File: config.mk
export PLATFORM = sky130hd
export DESIGN_NAME = rr_grant_index_arbiter
export DESIGN_NICKNAME = d
export VERILOG_FILES = /design/src/rtl/rr_grant_index_arbiter.sv
export SDC_FILE = /design/constraint.sdc
export NUM_CORES = 1
export LEC_CHECK = 0
export BUFFER_PORTS_ARGS = -buffer_cell sky130_fd_sc_hd__buf_2
export CORE_AREA = 2 2 39 41
export DETAILED_ROUTE_END_ITERATION = 6
export DIE_AREA = 0 0 41 43
export GPL_TIMING_DRIVEN = 0
export PLACE_DENSITY_LB_ADDON = 0.15
export SLEW_MARGIN = 20
export SYNTH_ARGS = -nofsm -noshare
export SYNTH_HDL_FRONTEND = slang
export SYNTH_SLANG_ARGS = --single-unit
File: constraint.sdc
create_clock -name clk -period 4.45 [get_ports clk]
set_clock_uncertainty 0.1 [all_clocks]
set_input_delay 0.6675 -clock clk [delete_from_list [all_inputs] [get_ports clk]]
set_output_delay 0.6675 -clock clk [all_outputs]
set_load 0.05 [all_outputs]
File: src/rtl/rr_grant_index_arbiter.sv
// rtl/rr_grant_index_arbiter.sv - round-robin arbiter emitting a registered binary grant index with valid/ready
// Optional feature macro: RR_ARB_GRANT_LOCK_EN (adds lock input to repeat the current winner)
module rr_grant_index_arbiter #(
    parameter int NUM_REQ   = 4,
    parameter int IDX_WIDTH = $clog2(NUM_REQ)
) (
    input  logic                 clk,
    input  logic                 rst_n,
    input  logic [NUM_REQ-1:0]   req,
`ifdef RR_ARB_GRANT_LOCK_EN
    input  logic                 lock,
`endif
    input  logic                 gnt_ready,
    output logic                 gnt_valid,
    output logic [IDX_WIDTH-1:0] gnt_idx
);

    typedef enum logic {IDLE, GRANT} state_t;

    state_t                 state;
    logic [IDX_WIDTH-1:0]   ptr;
    logic [IDX_WIDTH-1:0]   adv_ptr;
    logic [IDX_WIDTH-1:0]   base;
    logic [IDX_WIDTH-1:0]   sel;
    logic                   hold;
    logic [2*NUM_REQ-1:0]   dbl;
    logic [NUM_REQ-1:0]     rot;
    logic                   found;
    int                     pos;

    always_comb begin
`ifdef RR_ARB_GRANT_LOCK_EN
        hold = lock && req[gnt_idx];
`else
        hold = 1'b0;
`endif
    end

    // Pointer the handshake would commit; selection in GRANT already uses it
    // so back-to-back grants honour the rotated priority.
    always_comb begin
        if (hold) begin
            adv_ptr = gnt_idx;
        end else if (gnt_idx == IDX_WIDTH'(NUM_REQ - 1)) begin
            adv_ptr = '0;
        end else begin
            adv_ptr = gnt_idx + IDX_WIDTH'(1);
        end
        base = (state == GRANT) ? adv_ptr : ptr;
    end

    always_comb begin
        dbl   = {req, req} >> base;
        rot   = dbl[NUM_REQ-1:0];
        sel   = '0;
        found = 1'b0;
        pos   = 0;
        for (int k = 0; k < NUM_REQ; k++) begin
            if (!found && rot[k]) begin
                found = 1'b1;
                pos   = int'(base) + k;
                if (pos >= NUM_REQ) begin
                    pos = pos - NUM_REQ;
                end
                sel = IDX_WIDTH'(pos);
            end
        end
    end

    always_ff @(posedge clk or negedge rst_n) begin
        if (!rst_n) begin
            state     <= IDLE;
            ptr       <= '0;
            gnt_idx   <= '0;
            gnt_valid <= 1'b0;
        end else if (state == IDLE) begin
            if (|req) begin
                gnt_idx   <= sel;
                gnt_valid <= 1'b1;
                state     <= GRANT;
            end
        end else begin
            if (gnt_ready) begin
                ptr <= adv_ptr;
                if (|req) begin
                    gnt_idx <= sel;
                end else begin
                    gnt_valid <= 1'b0;
                    state     <= IDLE;
                end
            end
        end
    end

endmodule

==> reports/qor.yml <==
outcome: "complete, no violations"
slew_headroom: 0.709
grt_util_all_layers: 0.131
power.density_nw_per_um2: 567
wl_per_cell_um: 11.3
cts_sinks: 6
cts_tree: "yes"
synth_edf_count: 0
clock_path_buffers: 2
layout_min_cycle_time_ps: 1890
dpl.hpwl_um: 748
synth_area_leaders: "dfrtp_1 34%, nand2_1 6.8%, a21oi_1 4.5%"
cp-start-kind: "register"
diodes: 0
die_y_um: 43
wirelength_um: 903
clk_latency_ps: 240
syn_area_sq_um: 444
critical_path.max_stage_delay_ps: 430
crit_arrival_ps: 1900
path_cells: "ha_1 > mux2i_1 > o21ai_0 > a211o_1"
synth_most_common_cell: "nand2_1"
grt_antenna_before_repair: 0
setup_viol: 0
root_buffer: "clkbuf_4"
drc_errors: 0
vias_per_cell: 5.14
synth_cell_types: 27
first_pass_iters: 2
synth_top_flop_cell: "dfrtp_1"
seq_area_frac_synth: 0.338
grt_overflow: 0
nets: 74
start_util: 0.321
crit_family: "compound AO/OA/AOI/OAI gates"
crit_cells: 4
place_area_sq_um: 509
io_buffers: 9
critical-path-slowest-cell: "dfrtp_1"
reg2reg_depth: 4
num_vias: 411
setup_tns_ps: 0
worst_slack_ps: 2560
r2r_slack_ps: 2560
tightest_slew_ps: 425
cp-startpoint: "gnt_idx[0]$_DFFE_PN0P_"
drtIter0Drc: 7
antenna_left: 0
pin_count: 10
synth_common_cells: "8 x nand2_1, 6 x dfrtp_1, 4 x a21oi_1, 4 x nor2_1"
yosysTopAreaCellShare: 0.338
grt_pass1_vias: 371
cts_setup_buffers: 0
critPathKind: "reg2reg"
area_growth_pct: 19.7
end_kind: "register"
place_congestion: 0.734
finalHoldViolations: 0
r2r-start: "gnt_idx[0]$_DFFE_PN0P_"
dieArea_sq_um: 1760
die_w_um: 41
rsz0062_at_grt: "false"
drive_above_1_share: 0.313
cts.repair.resized: 0
yosys_warnings: 0
regArea_sq_um: 150
async_reset_ff_frac: 1.00
timing.fmax_mhz: 530
crit_fanout: 7
r2r_end: "gnt_idx[1]$_DFFE_PN0P_"
final_util: 0.384
drv_cap: 0
coreArea_sq_um: 1380
multi_input_area_sq_um: 278
grt_pass1_wl_um: 1510
path_buf_inv: 0
syn_nets: 60
ctsHoldBuffers: 0
final.period_utilization: 0.424
avgSynthCellArea_sq_um: 8.54
slew_violations: 0
synth_top_area_cell: "dfrtp_1"
design_area_sq_um: 532
critPathRequiredTime_ps: 4470
hold_path_class: "in2async"
fillers: 157
numCtsBuffers: 3
vdd_drop_max_uv: 325
rows: 14
clkSlewWorstSetupHoldPaths_ps: 40
syn_inst: 52
p_leak_nw: 0.252
ys_seq_elements: 6
grt_start_max_net_pins: 11
htree_levels: 1
pre_cts_slack_ps: 2420
==> worst max-delay path by stage <==
stage	slack [ps]	to
2_1_floorplan	2510	gnt_idx[1]$_DFFE_PN0P_
3_3_place_gp	2420	gnt_idx[1]$_DFFE_PN0P_
3_5_place_dp	2420	gnt_idx[1]$_DFFE_PN0P_
4_1_cts	2560	gnt_idx[1]$_DFFE_PN0P_
5_1_grt	2420	gnt_idx[1]$_DFFE_PN0P_
6_report	2560	gnt_idx[1]$_DFFE_PN0P_
==> metrics by stage <==
step / hold slack, ps / power [mW] / std cells
2_1_floorplan: 272 / 0.217 / 52
3_3_place_gp: 394 / 0.257 / 77
3_5_place_dp: 393 / 0.257 / 77
4_1_cts: 132 / 0.307 / 80
5_1_grt: 126 / 0.331 / 80
6_report: 138 / 0.302 / 80
==> layer usage <==
metal  global-route usage  share of wire
met2                0.181           0.47
met1                0.166           0.49
met4                0.120         0.0089
met5                    0              0
met3               0.0157          0.029
==> power by group <==
part	switching, mW	internal [mW]	total (mW)
sequential	0.0204	0.0746	0.0950
clock	0.0171	0.0303	0.0474
combinational	0.101	0.0583	0.159
total	0.138	0.163	0.302
==> area by class of cell <==
type / count / area share
multi-input cells: 42 / 0.522
flip-flops and latches: 6 / 0.282
repair buffers: 9 / 0.0847
clock buffers: 3 / 0.0424
well taps: 16 / 0.0376
inverters: 3 / 0.0212
plain buffers: 1 / 0.00941
==> kinds of logic (layout without fill, tap and decap cells) <==
group / Yosys count / after routing / share of synthesized area
DFF: 6 / 6 / 0.338
muxes: 2 / 2 / 0.0479
and+or+nand+nor: 26 / 26 / 0.335
adders and majority gates: 1 / 1 / 0.0282
buffers and inverters: 4 / 16 / 0.0366
AOI/OAI and AO/OA: 13 / 13 / 0.214
==> registers in the layout, summed over array words and instances, names as in the netlist <==
name	flops
gnt_idx	2
gnt_valid	1
ptr	2
state	1
==> layout by cell type, fill, tap and decap left out, types with 2 or more instances in the layout <==
cell / count
a21oi_1: 4
clkbuf_4: 3
nand2b_1: 3
inv_1: 3
nand2_1: 8
nand3b_1: 2
nor2_1: 4
o31ai_1: 2
a211o_1: 2
dfrtp_1: 6
buf_2: 10
(Power assumes the default switching activity.)
